## config.mk

```make
export PLATFORM = sky130hd
export DESIGN_NAME = ram_loader_flat
export DESIGN_NICKNAME = d
export VERILOG_FILES = /design/src/rtl/ram_loader_pkg.sv /design/src/rtl/ram_loader_if.sv /design/src/rtl/ram_loader.sv /design/src/flat_wrapper.sv
export SDC_FILE = /design/constraint.sdc
export NUM_CORES = 1
export LEC_CHECK = 0
export CELL_PAD_IN_SITES_DETAIL_PLACEMENT = 0
export CELL_PAD_IN_SITES_GLOBAL_PLACEMENT = 1
export CORE_ASPECT_RATIO = 1.1
export CORE_MARGIN = 2
export CORE_UTILIZATION = 42
export CTS_CLUSTER_SIZE = 12
export DETAILED_ROUTE_END_ITERATION = 8
export GPL_ROUTABILITY_DRIVEN = 0
export HOLD_SLACK_MARGIN = 0.1
export PLACE_DENSITY = 0.94
export SLEW_MARGIN = 20
export SYNTH_ARGS = -nofsm -noshare
export SYNTH_HDL_FRONTEND = slang
export SYNTH_SLANG_ARGS = --single-unit
```

## constraint.sdc

```tcl
create_clock -name clk -period 3.7 [get_ports clk]
set_input_delay 0.74 -clock clk [delete_from_list [all_inputs] [get_ports clk]]
set_output_delay 0.74 -clock clk [all_outputs]
set_load 0.03 [all_outputs]
```

## src/rtl/ram_loader_pkg.sv

```systemverilog
// ram_loader_pkg
//   Shared definitions for the RAM loader and the RAM it fills: default
//   word/address widths and the loader state encoding.
package ram_loader_pkg;

  localparam int DATA_W_DEF = 8;
  localparam int ADDR_W_DEF = 4;

  typedef enum logic [2:0] {
    ST_IDLE   = 3'd0,
    ST_LOAD   = 3'd1,
    ST_VERIFY = 3'd2,
    ST_CHECK  = 3'd3,
    ST_DONE   = 3'd4,
    ST_ERROR  = 3'd5
  } state_e;

endpackage

```

## src/rtl/ram_loader_if.sv

```systemverilog
// ram_loader_if
//   Bundles the host byte stream, RAM write/read ports and status flags of
//   the RAM loader.
//   master : loader side (consumes host stream, drives RAM and status)
//   slave  : host / RAM side
//   Signals: start, in_data, in_valid, in_ready, wr_en, wr_addr, wr_data,
//            rd_en, rd_addr, rd_data, busy, done, error.
interface ram_loader_if #(
  parameter int DATA_W = ram_loader_pkg::DATA_W_DEF,
  parameter int ADDR_W = ram_loader_pkg::ADDR_W_DEF
);
  import ram_loader_pkg::*;

  logic              start;
  logic [DATA_W-1:0] in_data;
  logic              in_valid;
  logic              in_ready;
  logic              wr_en;
  logic [ADDR_W-1:0] wr_addr;
  logic [DATA_W-1:0] wr_data;
  logic              rd_en;
  logic [ADDR_W-1:0] rd_addr;
  logic [DATA_W-1:0] rd_data;
  logic              busy;
  logic              done;
  logic              error;

  modport master (
    input  start, in_data, in_valid, rd_data,
    output in_ready, wr_en, wr_addr, wr_data, rd_en, rd_addr, busy, done, error
  );

  modport slave (
    output start, in_data, in_valid, rd_data,
    input  in_ready, wr_en, wr_addr, wr_data, rd_en, rd_addr, busy, done, error
  );

endinterface

```

## src/rtl/ram_loader.sv

```systemverilog
// ram_loader
//   Streams 2**ADDR_W host bytes into a RAM, reads the whole RAM back and
//   compares a modular checksum of what was written against what was read.
//   Ports:
//     clk  - system clock, rising edge
//     res  - synchronous active-high reset
//     bus  - ram_loader_if.master: host stream (start/in_*), RAM write port
//            (wr_*), RAM read port (rd_*, one-cycle read latency), status
//            (busy/done/error)
module ram_loader
  import ram_loader_pkg::*;
#(
  parameter int DATA_W = DATA_W_DEF,
  parameter int ADDR_W = ADDR_W_DEF
) (
  input  logic          clk,
  input  logic          res,
  ram_loader_if.master  bus
);

  localparam logic [ADDR_W-1:0] LAST_ADDR = '1;
  localparam logic [ADDR_W-1:0] ADDR_ONE  = ADDR_W'(1);

  state_e            state_q, state_d;
  logic [ADDR_W-1:0] wr_cnt_q, wr_cnt_d;
  logic [ADDR_W-1:0] rd_cnt_q, rd_cnt_d;
  logic [DATA_W-1:0] wr_sum_q, wr_sum_d;
  logic [DATA_W-1:0] rd_sum_q, rd_sum_d;
  logic              wr_en_q, wr_en_d;
  logic [ADDR_W-1:0] wr_addr_q, wr_addr_d;
  logic [DATA_W-1:0] wr_data_q, wr_data_d;
  logic              rd_pend_q, rd_pend_d;
  logic              hs;
  logic              rd_fire;

  // Checksum accumulate, wrapping modulo 2**DATA_W.
  function automatic logic [DATA_W-1:0] csum_add(input logic [DATA_W-1:0] acc,
                                                 input logic [DATA_W-1:0] val);
    return acc + val;
  endfunction

  always_comb begin
    state_d   = state_q;
    wr_cnt_d  = wr_cnt_q;
    rd_cnt_d  = rd_cnt_q;
    wr_sum_d  = wr_sum_q;
    rd_sum_d  = rd_sum_q;
    wr_en_d   = 1'b0;
    wr_addr_d = wr_addr_q;
    wr_data_d = wr_data_q;

    hs = bus.in_valid && (state_q == ST_LOAD);
    // The first VERIFY cycle still carries the final write strobe; reads
    // start only once it has gone, so read and write never overlap.
    rd_fire   = (state_q == ST_VERIFY) && !wr_en_q;
    rd_pend_d = rd_fire;

    case (state_q)
      ST_IDLE, ST_DONE, ST_ERROR: begin
        if (bus.start) begin
          state_d  = ST_LOAD;
          wr_cnt_d = '0;
          rd_cnt_d = '0;
          wr_sum_d = '0;
          rd_sum_d = '0;
        end
      end
      ST_LOAD: begin
        if (hs) begin
          wr_en_d   = 1'b1;
          wr_addr_d = wr_cnt_q;
          wr_data_d = bus.in_data;
          wr_cnt_d  = wr_cnt_q + ADDR_ONE;
          wr_sum_d  = csum_add(wr_sum_q, bus.in_data);
          if (wr_cnt_q == LAST_ADDR) state_d = ST_VERIFY;
        end
      end
      ST_VERIFY: begin
        if (rd_fire) begin
          rd_cnt_d = rd_cnt_q + ADDR_ONE;
          if (rd_cnt_q == LAST_ADDR) state_d = ST_CHECK;
        end
      end
      ST_CHECK: begin
        // First CHECK cycle folds in the last read word; the compare waits
        // until that accumulation has landed in rd_sum_q.
        if (!rd_pend_q) begin
          state_d = (wr_sum_q == rd_sum_q) ? ST_DONE : ST_ERROR;
        end
      end
      default: state_d = ST_IDLE;
    endcase

    // Read data returns one cycle after its strobe.
    if (rd_pend_q) rd_sum_d = csum_add(rd_sum_q, bus.rd_data);
  end

  always_ff @(posedge clk) begin
    if (res) begin
      state_q   <= ST_IDLE;
      wr_cnt_q  <= '0;
      rd_cnt_q  <= '0;
      wr_sum_q  <= '0;
      rd_sum_q  <= '0;
      wr_en_q   <= 1'b0;
      wr_addr_q <= '0;
      wr_data_q <= '0;
      rd_pend_q <= 1'b0;
    end else begin
      state_q   <= state_d;
      wr_cnt_q  <= wr_cnt_d;
      rd_cnt_q  <= rd_cnt_d;
      wr_sum_q  <= wr_sum_d;
      rd_sum_q  <= rd_sum_d;
      wr_en_q   <= wr_en_d;
      wr_addr_q <= wr_addr_d;
      wr_data_q <= wr_data_d;
      rd_pend_q <= rd_pend_d;
    end
  end

  assign bus.in_ready = (state_q == ST_LOAD);
  assign bus.wr_en    = wr_en_q;
  assign bus.wr_addr  = wr_addr_q;
  assign bus.wr_data  = wr_data_q;
  assign bus.rd_en    = rd_fire;
  assign bus.rd_addr  = rd_cnt_q;
  assign bus.busy     = (state_q == ST_LOAD) || (state_q == ST_VERIFY) ||
                        (state_q == ST_CHECK);
  assign bus.done     = (state_q == ST_DONE);
  assign bus.error    = (state_q == ST_ERROR);

endmodule

```

## src/flat_wrapper.sv

```systemverilog
// flat-port wrapper written by rule: the top's interface ports become plain ports
module ram_loader_flat import ram_loader_pkg::*;
#(
  parameter int DATA_W = DATA_W_DEF,
  parameter int ADDR_W = ADDR_W_DEF
)
  (clk, res, bus_start, bus_in_data, bus_in_valid, bus_rd_data, bus_in_ready, bus_wr_en, bus_wr_addr, bus_wr_data, bus_rd_en, bus_rd_addr, bus_busy, bus_done, bus_error);
  ram_loader_if #(.DATA_W(DATA_W), .ADDR_W(ADDR_W)) bus_i ();
  input  logic clk;
  input  logic res;
  input wire logic [$bits(bus_i.start)-1:0] bus_start;
  input wire logic [$bits(bus_i.in_data)-1:0] bus_in_data;
  input wire logic [$bits(bus_i.in_valid)-1:0] bus_in_valid;
  input wire logic [$bits(bus_i.rd_data)-1:0] bus_rd_data;
  output wire logic [$bits(bus_i.in_ready)-1:0] bus_in_ready;
  output wire logic [$bits(bus_i.wr_en)-1:0] bus_wr_en;
  output wire logic [$bits(bus_i.wr_addr)-1:0] bus_wr_addr;
  output wire logic [$bits(bus_i.wr_data)-1:0] bus_wr_data;
  output wire logic [$bits(bus_i.rd_en)-1:0] bus_rd_en;
  output wire logic [$bits(bus_i.rd_addr)-1:0] bus_rd_addr;
  output wire logic [$bits(bus_i.busy)-1:0] bus_busy;
  output wire logic [$bits(bus_i.done)-1:0] bus_done;
  output wire logic [$bits(bus_i.error)-1:0] bus_error;
  assign bus_i.start = bus_start;
  assign bus_i.in_data = bus_in_data;
  assign bus_i.in_valid = bus_in_valid;
  assign bus_i.rd_data = bus_rd_data;
  assign bus_in_ready = bus_i.in_ready;
  assign bus_wr_en = bus_i.wr_en;
  assign bus_wr_addr = bus_i.wr_addr;
  assign bus_wr_data = bus_i.wr_data;
  assign bus_rd_en = bus_i.rd_en;
  assign bus_rd_addr = bus_i.rd_addr;
  assign bus_busy = bus_i.busy;
  assign bus_done = bus_i.done;
  assign bus_error = bus_i.error;
  ram_loader #(.DATA_W(DATA_W), .ADDR_W(ADDR_W)) u_core (.clk(clk), .res(res), .bus(bus_i));
endmodule
```

==> Word level (Yosys, flattened, before mapping) <==
Cells that the tools add are included.
{ "word_totals": {"out_inout_bits": 22, "in_bits": 20, "regBits": 41} }
{ "classes": {"n_addsub": 4, "eq_ne": 14, "bitwise": 1, "n_reduce_logical": 17, "n_mux": 19} }
{ "ops": {"columns": ["operator", "n"], "rows": [
  ["$mux W8", 4],
  ["$mux W3", 6],
  ["$add A8 B8 Y8", 2],
  ["$pmux W4 S2", 2],
  ["$pmux W8 S2", 1],
  ["$mux W4", 3],
  ["$pmux W3 S4", 1],
  ["$add A4 B1 Y4 const B", 2],
  ["$eq A4 B4 Y1 const B", 2],
  ["$eq A8 B8 Y1", 1],
  ["$ne A2 B2 Y1 const B", 4],
  ["$reduce_bool A2 Y1", 4],
  ["$eq A3 B2 Y1 const B", 2],
  ["$eq A3 B3 Y1 const B", 2],
  ["$reduce_and A3 Y1", 2],
  ["$reduce_and A6 Y1", 1],
  ["$ne A2 B1 Y1 const B", 2],
  ["$reduce_and A2 Y1", 2],
  ["$eq A3 B1 Y1 const B", 1],
  ["$logic_not A3 Y1", 1],
  ["$reduce_or A3 Y1", 1],
  ["$logic_and A1 B1 Y1", 2],
  ["$logic_or A1 B1 Y1", 2],
  ["$mux W1", 2],
  ["other kinds (3)", 3]
]} }

==> Longest topological paths before layout <==
Gate-level depths: netlist of the first run.
{ "logic_depth": {"word_depth": 4, "ltp_mapped": 8} }

==> Least setup slack after synthesis of the first run <==
OpenSTA, ideal clock, no wires.
{ "synth_path": {"kind": "input port to flip-flop", "from": "input bus_in_data[0]", "to": "register u_core.wr_sum_q[6]", "cell_stages": 8, "slack_ns": 1.369, "t_arrival_ns": 2.214, "setup_time_ns": 0.117, "required_ns": 3.583, "path_cell_list": "ha_1 -> fa_1 -> a21o_1 -> a21oi_1 -> o21bai_1 -> a21oi_1 -> xnor2_1 -> a22o_1"} }
{ "synth_via": {"elab_chain_len": 3} }
{ "synth_lines": {"columns": ["element", "line", "source"], "rows": [
  ["start: declaration", "flat_wrapper.sv:12", "input wire logic [$bits(bus_i.in_data)-1:0] bus_in_data;"],
  ["$add A8 B8 Y8", "ram_loader.sv:39", "return acc + val;"],
  ["$mux W8", "ram_loader.sv:69", "if (hs) begin"],
  ["$pmux W8 S2", "ram_loader.sv:58", "case (state_q)"],
  ["end signal: assignment", "ram_loader.sv:113", "wr_sum_q <= wr_sum_d;"],
  ["end: declaration", "ram_loader.sv:27", "logic [DATA_W-1:0] wr_sum_q, wr_sum_d;"]
]} }
No other way between the ends. The select of a mux whose other input is x is not followed.
A chain may end at the register's enable or synchronous reset.

==> Final worst setup path of the first run <==
{ "layout_path": {"from": "register u_core.state_q[1]", "to": "output bus_rd_en"} }
{ "layout_via": {"elab_chain_len": 2} }
{ "layout_lines": {"columns": ["element", "line", "source"], "rows": [
  ["start: declaration", "ram_loader.sv:24", "state_e state_q, state_d;"],
  ["start signal: assignment", "ram_loader.sv:110", "state_q <= state_d;"],
  ["$eq A3 B2 Y1", "ram_loader.sv:55", "rd_fire = (state_q == ST_VERIFY) && !wr_en_q;"],
  ["$logic_and A1 B1 Y1", "ram_loader.sv:55", null],
  ["end: declaration", "flat_wrapper.sv:19", "output wire logic [$bits(bus_i.rd_en)-1:0] bus_rd_en;"]
]} }
No other way between the ends.

==> results.tsv, run 1 <==
stage	metric	value	unit
clocking	h-tree-depth	2	
sta	hold_viol_final	0	
sta	holdWs	0.455	ns
floorplan	row_count	27	
synthesis	ys_seq_elements	41	
worst_hold_path	holdCritPathClass	flip-flop to flip-flop	
clocking	cts_hold_buf	0	
placed_design	portBuffers	41	
finish	fillers	471	
global_route	antenna_found_initial	0	
finish	final_cell_mix	clkdlybuf4s50_1 (41), dfxtp_1 (41), nand2_1 (33)	
worst_setup_path	r2r-start	u_core.wr_sum_q[0]$_SDFFE_PP0P_	
synthesis	synth_area	2250	um^2
clocking	cts_setup_buffers	0	
floorplan	io_pins	42	
synthesis	synth_area_leaders	dfxtp_1 (36%), ha_1 (8.9%), xor2_1 (6.2%)	
finish	layout-drive-gt1-share	4.95	%
finish	n_antenna_cell	0	
synthesis	yosys.area.top_type	dfxtp_1	
global_route	grt-ovfl-total	0	
clocking	path_clk_slew	0.08	ns
synthesis	synth_top_area_share	36.4	%
route	antenna_left	0	
route	vias	1944	
worst_setup_path	crit_required	2.96	ns
sta	fin_crit_sh	74.8	%
synthesis	synth-edff-count	0	
power	ir_worst_vdd	364	uV
sta	finalSetupViolCount	0	
sta	setup_slack	0.933	ns
synthesis	ys.flop_type	dfxtp_1	
route	drt_iter0_drc	124	
global_route	grt_pass1_wl	7.94	mm
sta	final.min_clock_period	2.77	ns
clocking	clk_latency	0.29	ns
finish	final_area	2830	um^2
route	remaining_drc_errors	0	
power	p_per_area	544	nW/um^2
floorplan	core-area	5100	um^2
power	finalPower	1.54	mW
global_route	first_global_vias	1811	
clocking	cts_tree	built	
synthesis	synth_nets	303	
sta	fmax	361	MHz
global_route	grt_max_degree	21	
worst_setup_path	start_kind	flip-flop	
finish	nets	340	
worst_setup_path	crit_type	flip-flop to output port	
placed_design	place_area	2700	um^2
power	p_leak	1.12	nW
sta	maxSlewViolCount	0	
route	post_drt_via_cell_ratio	5.18	
placed_design	dp_slack	0.788	ns
synthesis	syn_inst	265	
finish	syn_to_final_growth	25.8	%
floorplan	fp.dieW	73.8	um
global_route	grt_util_all_layers	16.7	%
floorplan	start_util	44.2	%
floorplan	die_area	5960	um^2
worst_setup_path	endpoint_kind	output port	
finish	seq_area	821	um^2
synthesis	avgSynthCellArea	8.50	um^2
sta	worst_slew_pin_slew	0.725	ns
clocking	clock_sinks	41	
sta	clock_skew	0.0113	ns
route	drt-pass1-iter-count	4	
clocking	cts_buffers	5	
sta	relSlewSlack	51.5	%
finish	multiInputGateArea	1360	um^2
clocking	cts_root_buf	clkbuf_8	
route	detail_route.wl_per_cell	12.4	um
clocking	cts_resized	0	
status	outcome	complete, no violations	
worst_setup_path	startpoint	u_core.state_q[1]$_SDFFE_PP0P_	
sta	timing.setup.tns	0	ns
worst_setup_path	cp.arrival	2.03	ns
worst_hold_path	hold_path_startpoint	u_core.bus.wr_addr[3]$_SDFFE_PP0P_	
clocking	clock_path_buffers	2	
synthesis	ys_async_sr_fraction	0	%
worst_setup_path	crit_fanout	20	
sta	rsz0062_at_grt	no	
synthesis	ys_seq_area_share	36.4	%
synthesis	synth_cell_types	46	
job	cap_viol_max_count	0	
route	wirelength	4.66	mm
placed_design	dpl.hpwl	3.51	mm
floorplan	die_h	80.8	um
synthesis	yosys_warnings	0	
[cell usage after synthesis (3+ instances only)]
library cell / n
o21bai_1: 3
a22oi_1: 9
a31oi_1: 3
nand4_1: 3
xor2_1: 16
a21oi_1: 26
inv_1: 4
ha_1: 16
a211oi_1: 4
nor4_1: 4
clkbuf_1: 6
nor3_1: 6
nand2_1: 33
dfxtp_1: 41
buf_2: 4
xnor2_1: 7
o21ai_1: 3
o21ai_0: 5
nor3b_1: 3
nor2_1: 32
[critical path, stage by stage (launching register included)]
cell and delay (ns):
dfxtp_1 0.71, nand2_1 0.22, nor2_1 0.13, clkdlybuf4s50_1 0.67
[worst paths after layout]
path         depth (start not counted)                                  to  slack [ns]
max                                  3                           bus_rd_en        0.93
min                                  2  u_core.bus.wr_addr[3]$_SDFFE_PP0P_        0.46
max reg2reg                          8     u_core.wr_sum_q[6]$_SDFFE_PP0P_        1.66
min reg2reg                          2  u_core.bus.wr_addr[3]$_SDFFE_PP0P_        0.46
[cells by family after synthesis]
| kind of cell | share of synthesized area, % |
|---|---|
| muxes | 0.944 |
| and+or+nand+nor | 21.1 |
| adders and majority gates | 10.7 |
| buffers and inverters | 3.39 |
| DFF | 36.4 |
| AOI/OAI and AO/OA | 18.5 |
| xor gates and xnor gates | 8.94 |
[state kept, by name (all words and copies together) (netlist names)]
register            flops
u_core.bus.wr_addr      4
u_core.bus.wr_data      8
u_core.rd_pend_q        1
u_core.wr_cnt_q         4
u_core.rd_sum_q         8
u_core.bus.wr_en        1
u_core.state_q          3
u_core.bus.rd_addr      4
u_core.wr_sum_q         8
[routing by layer]
| metal | wire length, um | track usage [%] | share of wire [%] | vias to the layer above |
|---|---|---|---|---|
| li1 | - | - | - | 1013 |
| met1 | 2190 | 20.9 | 47 | 895 |
| met2 | 2280 | 28.6 | 49 | 29 |
| met3 | 143 | 3.85 | 3.1 | 7 |
| met4 | 46 | 4.36 | 0.99 | 0 |
| met5 | 0 | 0 | 0 | - |
[where the power goes]
group	leakage, nW	internal [mW]	switching [mW]
clock	0.0681	0.268	0.159
sequential	0.332	0.490	0.0718
combinational	0.721	0.231	0.321
[area by class of cell]
class                      count  share of cell area, %
multi-input combinational    208                   47.8
sequential                    41                   29.0
timing repair buffer          42                   14.8
tap                           72                   3.18
clock buffer                   5                   2.43
clock inverter                 3                   2.30
inverter                       4                  0.530
[metrics by stage]
step | utilization [%] | instances
final | 55.5 | 375
after global routing | 55.5 | 375
after CTS | 55.5 | 375
after detailed placement | 52.9 | 367
after global placement | 52.9 | 367
after floorplan | - | 265
No activity file was read; power rests on OpenSTA's default activity.
==> run 2, diff against run 1 <==
--- a/config.mk
+++ b/config.mk
@@ -9,12 +9,12 @@
 export CELL_PAD_IN_SITES_GLOBAL_PLACEMENT = 1
 export CORE_ASPECT_RATIO = 1.1
 export CORE_MARGIN = 2
-export CORE_UTILIZATION = 42
+export CORE_UTILIZATION = 35
 export CTS_CLUSTER_SIZE = 12
 export DETAILED_ROUTE_END_ITERATION = 8
 export GPL_ROUTABILITY_DRIVEN = 0
 export HOLD_SLACK_MARGIN = 0.1
-export PLACE_DENSITY = 0.94
+export PLACE_DENSITY = 0.85
 export SLEW_MARGIN = 20
 export SYNTH_ARGS = -nofsm -noshare
 export SYNTH_HDL_FRONTEND = slang
==> constraint.sdc (replaced) <==
create_clock -name clk -period 2.42 [get_ports clk]
set_input_delay 0.484 -clock clk [delete_from_list [all_inputs] [get_ports clk]]
set_output_delay 0.484 -clock clk [all_outputs]
set_load 0.03 [all_outputs]
==> results.tsv, run 2 (synthesis gave the netlist of run 1 again) <==
stage	metric	value	unit	change
power	p_leak	1.22	nW	was 1.12 nW
sta	finalSetupViolCount	0		unchanged
sta	final.min_clock_period	2.28	ns	
floorplan	io_pins	42		unchanged
floorplan	die_h	88.1	um	was 80.8 um
worst_setup_path	crit_end	bus_rd_en		unchanged
clocking	cts_root_buf	clkbuf_8		unchanged
finish	n_antenna_cell	0		unchanged
power	finalPower	2.36	mW	was 1.54 mW
route	route.met3.wl	221	um	was 143 um
placed_design	portBuffers	41		unchanged
clocking	cts_hold_buf	0		unchanged
placed_design	place_area	2830	um^2	was 2700 um^2
route	wirelength	5.00	mm	was 4.66 mm
global_route	grt_pass1_wl	8.24	mm	was 7.94 mm
route	m1WireLength	2.41	mm	was 2.19 mm
clocking	clock_sinks	41		unchanged
status	outcome	complete, no violations		unchanged
clocking	cts_tree	built		unchanged
clocking	clk_latency	0.30	ns	was 0.29 ns
finish	layout-drive-gt1-share	9.40	%	was 4.95%
floorplan	start_util	36.4	%	was 44.2%
sta	clock_skew	0.00947	ns	was 0.0113 ns
route	antenna_left	0		unchanged
sta	hold_viol_final	0		unchanged
global_route	grt-ovfl-total	0		unchanged
worst_setup_path	startpoint	u_core.state_q[2]$_SDFFE_PP0P_		was u_core.state_q[1]$_SDFFE_PP0P_
sta	timing.setup.tns	0	ns	unchanged
sta	rsz0062_at_grt	no		unchanged
placed_design	dp.cells	391		was 367
finish	fillers	615		was 471
worst_setup_path	crit_fanout	11		was 20
job	cap_viol_max_count	0		unchanged
route	vias	2004		was 1,944
worst_setup_path	reg2reg_depth	8		unchanged
route	wl_met2	2.31	mm	was 2.28 mm
floorplan	row_count	30		was 27
worst_setup_path	start_kind	flip-flop		unchanged
finish	fin_cells	399		was 375
worst_setup_path	endpoint_kind	output port		unchanged
route	remaining_drc_errors	0		unchanged
clocking	cts_resized	0		unchanged
finish	multiInputGateArea	1360	um^2	unchanged
floorplan	fp.dieW	80.5	um	was 73.8 um
finish	final_cell_mix	dfxtp_1 (41), clkdlybuf4s50_1 (39), nand2_1 (33)		was clkdlybuf4s50_1 (41), dfxtp_1 (41), nand2_1 (33)
clocking	cts_buffers	5		unchanged
finish	final_area	2950	um^2	was 2830 um^2
clocking	path_clk_slew	0.08	ns	about the same
worst_setup_path	crit_required	1.94	ns	was 2.96 ns
worst_setup_path	r2r_setup_slack	0.48	ns	was 1.66 ns
floorplan	die_area	7090	um^2	was 5960 um^2
route	drt-pass1-iter-count	4		unchanged
worst_setup_path	cp.arrival	1.80	ns	was 2.03 ns
worst_setup_path	r2r-start	u_core.wr_sum_q[0]$_SDFFE_PP0P_		unchanged
worst_hold_path	holdCritPathClass	flip-flop to flip-flop		unchanged
floorplan	core-area	6190	um^2	was 5100 um^2
power	ir_worst_vdd	317	uV	was 364 uV
worst_setup_path	worst_r2r_endpoint	u_core.wr_sum_q[6]$_SDFFE_PP0P_		unchanged
finish	syn_to_final_growth	31.0	%	was 25.8%
sta	holdWs	0.456	ns	was 0.455 ns
clocking	cts_setup_buffers	0		unchanged
global_route	grt_util_all_layers	14.8	%	was 16.7%
finish	nets	356		was 340
power	p_per_area	801	nW/um^2	was 544 nW/um^2
route	drt_iter0_drc	80		was 124
finish	seq_area	821	um^2	unchanged
global_route	first_global_vias	1846		was 1,811
route	post_drt_via_cell_ratio	5.02		was 5.18
sta	relSlewSlack	70.4	%	was 51.5%
sta	fin_crit_sh	94.3	%	
global_route	grt_max_degree	13		was 21
sta	maxSlewViolCount	0		unchanged
worst_setup_path	crit_type	flip-flop to output port		unchanged
sta	fmax	438	MHz	
placed_design	dpl.hpwl	3.87	mm	was 3.51 mm
route	detail_route.wl_per_cell	12.5	um	was 12.4 um
finish	final_common_cell	dfxtp_1		
global_route	antenna_found_initial	0		unchanged
route	highest_layer	met4		unchanged
sta	worst_slew_pin_slew	0.444	ns	was 0.725 ns
clocking	clock_path_buffers	2		unchanged
clocking	h-tree-depth	2		unchanged
## run 2: cell types whose count changed in the layout (fill, tap and decap cells not counted)
cell / before / now
clkbuf_1: 0 / 1
dlymetal6s2s_1: 0 / 2
buf_4: 1 / 17
clkdlybuf4s50_1: 41 / 39
bufinv_16: 2 / 1
clkinv_2: 1 / 0
clkbuf_8: 5 / 6
## run 2: area by class of cell
type / instances / share of cell area, %
repair buffers: 58 / 18.4
clock buffers: 7 / 2.93
flip-flops and latches: 41 / 27.8
clock inverters: 1 / 1.02
inverters: 4 / 0.509
multi-input cells: 208 / 45.9
well taps: 80 / 3.39
## run 2: critical path, cell delays in order (launching register included)
cell and delay (ns):
dfxtp_1 0.41, nor2_1 0.17, nand2_1 0.13, nor2_1 0.11, clkdlybuf4s50_1 0.67
## run 2: layer usage
metal,vias to the layer above,GRT usage [%]
met5,-,0
met4,0,5.55
met3,6,3.61
met2,38,23.4
met1,921,19.4
li1,1039,-
## run 2: power by group
group | switching [mW] | internal (mW)
Sequential | 0.0967 | 0.749
Clock | 0.241 | 0.337
Combinational | 0.528 | 0.412
Total | 0.866 | 1.50
## run 2: worst min-delay path by stage
| stage | cells after the start | startpoint | to |
|---|---|---|---|
| after floorplan | 2 | u_core.wr_cnt_q[3]$_SDFFE_PP0P_ | u_core.bus.wr_addr[3]$_SDFFE_PP0P_ |
| after global placement | 2 | u_core.bus.wr_data[7]$_SDFFE_PP0P_ | u_core.bus.wr_data[7]$_SDFFE_PP0P_ |
| after detailed placement | 2 | u_core.bus.wr_data[7]$_SDFFE_PP0P_ | u_core.bus.wr_data[7]$_SDFFE_PP0P_ |
| after CTS | 2 | u_core.bus.wr_data[7]$_SDFFE_PP0P_ | u_core.bus.wr_data[7]$_SDFFE_PP0P_ |
| after global routing | 2 | u_core.bus.wr_data[5]$_SDFFE_PP0P_ | u_core.bus.wr_data[5]$_SDFFE_PP0P_ |
| final | 2 | u_core.bus.wr_data[7]$_SDFFE_PP0P_ | u_core.bus.wr_data[7]$_SDFFE_PP0P_ |
## run 2: through the flow
step	utilization, %	worst slack (ns)
final	47.6	0.138
after floorplan	-	0.345
after global placement	45.7	-0.108
after CTS	47.6	0.0594
after global routing	47.6	0.0174
after detailed placement	45.7	-0.128
==> run 3, diff against run 2 <==
--- a/config.mk
+++ b/config.mk
@@ -14,8 +14,9 @@
 export DETAILED_ROUTE_END_ITERATION = 8
 export GPL_ROUTABILITY_DRIVEN = 0
 export HOLD_SLACK_MARGIN = 0.1
-export PLACE_DENSITY = 0.85
+export PLACE_DENSITY = 0.74
 export SLEW_MARGIN = 20
 export SYNTH_ARGS = -nofsm -noshare
 export SYNTH_HDL_FRONTEND = slang
 export SYNTH_SLANG_ARGS = --single-unit
+export TNS_END_PERCENT = 5
==> results.tsv, run 3 (synthesis gave the netlist of run 1 again) <==
stage	metric	value	unit	change
worst_setup_path	endpoint_kind	flip-flop		was output port
route	post_drt_via_cell_ratio	4.95		was 5.02
worst_setup_path	r2r-start	u_core.rd_sum_q[0]$_SDFFE_PP0P_		was u_core.wr_sum_q[0]$_SDFFE_PP0P_
global_route	grt-ovfl-total	0		unchanged
worst_setup_path	crit_fanout	2		was 11
floorplan	die_area	7090	um^2	unchanged
job	cap_viol_max_count	0		unchanged
finish	seq_area	822	um^2	was 821 um^2
route	remaining_drc_errors	0		unchanged
clocking	clock_sinks	41		unchanged
finish	syn_to_final_growth	29.7	%	was 31.0%
clocking	cts_setup_buffers	0		unchanged
clocking	cts_buffers	5		unchanged
status	outcome	complete, no violations		unchanged
sta	final.min_clock_period	2.23	ns	was 2.28 ns
sta	finalSetupViolCount	0		unchanged
sta	hold_viol_final	0		unchanged
finish	finish.utilization	47.2	%	was 47.6%
worst_setup_path	startpoint	bus_rd_data[0]		was u_core.state_q[2]$_SDFFE_PP0P_
floorplan	die_h	88.1	um	unchanged
clocking	clock_path_buffers	2		unchanged
sta	relSlewSlack	65.7	%	was 70.4%
sta	worst_slew_pin_slew	0.513	ns	was 0.444 ns
finish	nets	355		was 356
floorplan	fp.dieW	80.5	um	unchanged
route	wirelength	5.00	mm	about the same
sta	rsz0062_at_grt	no		unchanged
route	detail_route.wl_per_cell	12.6	um	was 12.5 um
route	drt_iter0_drc	94		was 80
worst_setup_path	crit_type	input port to flip-flop		was flip-flop to output port
clocking	clk_latency	0.30	ns	about the same
global_route	antenna_found_initial	0		unchanged
placed_design	portBuffers	41		unchanged
sta	maxSlewViolCount	0		unchanged
floorplan	io_pins	42		unchanged
clocking	path_clk_slew	0.08	ns	about the same
finish	fillers	645		was 615
floorplan	row_count	30		unchanged
power	finalPower	2.24	mW	was 2.36 mW
finish	final_common_cell	dfxtp_1		unchanged
power	p_per_area	766	nW/um^2	was 801 nW/um^2
worst_hold_path	hold_path_startpoint	u_core.bus.wr_data[7]$_SDFFE_PP0P_		unchanged
finish	n_antenna_cell	0		unchanged
route	antenna_left	0		unchanged
worst_setup_path	cp.arrival	2.41	ns	was 1.80 ns
finish	multiInputGateArea	1360	um^2	about the same
clocking	cts_tree	built		unchanged
worst_setup_path	reg2reg_depth	8		unchanged
clocking	cts_root_buf	clkbuf_8		unchanged
route	drt-pass1-iter-count	4		unchanged
route	vias	1971		was 2,004
power	p_leak	1.23	nW	was 1.22 nW
floorplan	core-area	6190	um^2	unchanged
worst_hold_path	holdCritPathClass	flip-flop to flip-flop		unchanged
global_route	grt_util_all_layers	15.4	%	was 14.8%
worst_setup_path	start_kind	input port		was flip-flop
finish	layout-drive-gt1-share	10.1	%	was 9.40%
worst_hold_path	min_path_cells	2		unchanged
sta	clock_skew	0.0116	ns	was 0.00947 ns
global_route	first_global_vias	1936		was 1,846
floorplan	start_util	36.4	%	unchanged
sta	fmax	449	MHz	was 438 MHz
clocking	h-tree-depth	2		unchanged
sta	fin_crit_sh	92.0	%	was 94.3%
finish	final_cell_mix	dfxtp_1 (40), clkdlybuf4s50_1 (38), nand2_1 (33)		was dfxtp_1 (41), clkdlybuf4s50_1 (39), nand2_1 (33)
worst_setup_path	crit_required	2.60	ns	was 1.94 ns
global_route	grt_max_degree	17		was 13
power	ir_worst_vdd	393	uV	was 317 uV
global_route	grt_pass1_wl	8.68	mm	was 8.24 mm
placed_design	dpl.hpwl	3.89	mm	was 3.87 mm
## run 3: changes by cell type in the layout (fill, tap and decap cells not counted), sizes merged
cell | previous run | this run
clkinv | 0 | 2
clkinvlp | 0 | 1
bufinv | 1 | 0
clkbuf | 7 | 5
dlymetal6s2s | 2 | 3
clkdlybuf4s50 | 39 | 38
buf | 17 | 16
## run 3: through the flow
stage,setup slack [ns],std cells,cell area [um^2],hold WS (ns),setup TNS (ns)
finish,0.193,398,2920,0.458,0
global route,0.0270,398,2920,0.487,0
CTS,0.0586,398,2910,0.464,0
detailed placement,-0.156,390,2820,0.452,-0.329
global placement,-0.149,390,2820,0.447,-0.276
floorplan,0.345,265,2250,0.457,0
## run 3: layout make-up
cell class	count	share of cell area, %
clock buffers	5	2.36
clock inverters	3	0.600
inverters	4	0.514
multi-input cells	208	46.5
flip-flops and latches	41	28.1
well taps	80	3.43
repair buffers	57	18.4
## run 3: metal layers
layer / global-route usage (%) / vias up / routed length, um
met1: 20.3 / 897 / 2390
met2: 25.9 / 31 / 2400
met4: 4.62 / 0 / 47
li1: - / 1038 / -
met5: 0 / - / 0
met3: 2.78 / 5 / 157
## run 3: critical path, cell delays in order
cell	delay, ns
clkdlybuf4s50_1	0.40
ha_1	0.22
fa_1	0.39
a21o_1	0.20
a21oi_1	0.19
o21bai_1	0.10
a21oi_1	0.18
xor2_1	0.17
o21ai_1	0.08
## run 3: path summary, 6_finish.rpt
kind | endpoint | slack, ns
max reg2reg | u_core.rd_sum_q[6]$_SDFFE_PP0P_ | 0.47
min reg2reg | u_core.bus.wr_data[7]$_SDFFE_PP0P_ | 0.46
min | u_core.bus.wr_data[7]$_SDFFE_PP0P_ | 0.46
max | u_core.rd_sum_q[6]$_SDFFE_PP0P_ | 0.19
## run 3: what timing repair did
item                       CTS  global route
setup endpoints to repair    0             4
resized for setup            0             5
hold buffers                 0             0
## run 3: where the power goes
group | total [mW] | switching [mW] | internal (mW)
sequential | 0.851 | 0.100 | 0.751
clock | 0.445 | 0.246 | 0.199
combinational | 0.941 | 0.531 | 0.411
total | 2.24 | 0.876 | 1.36
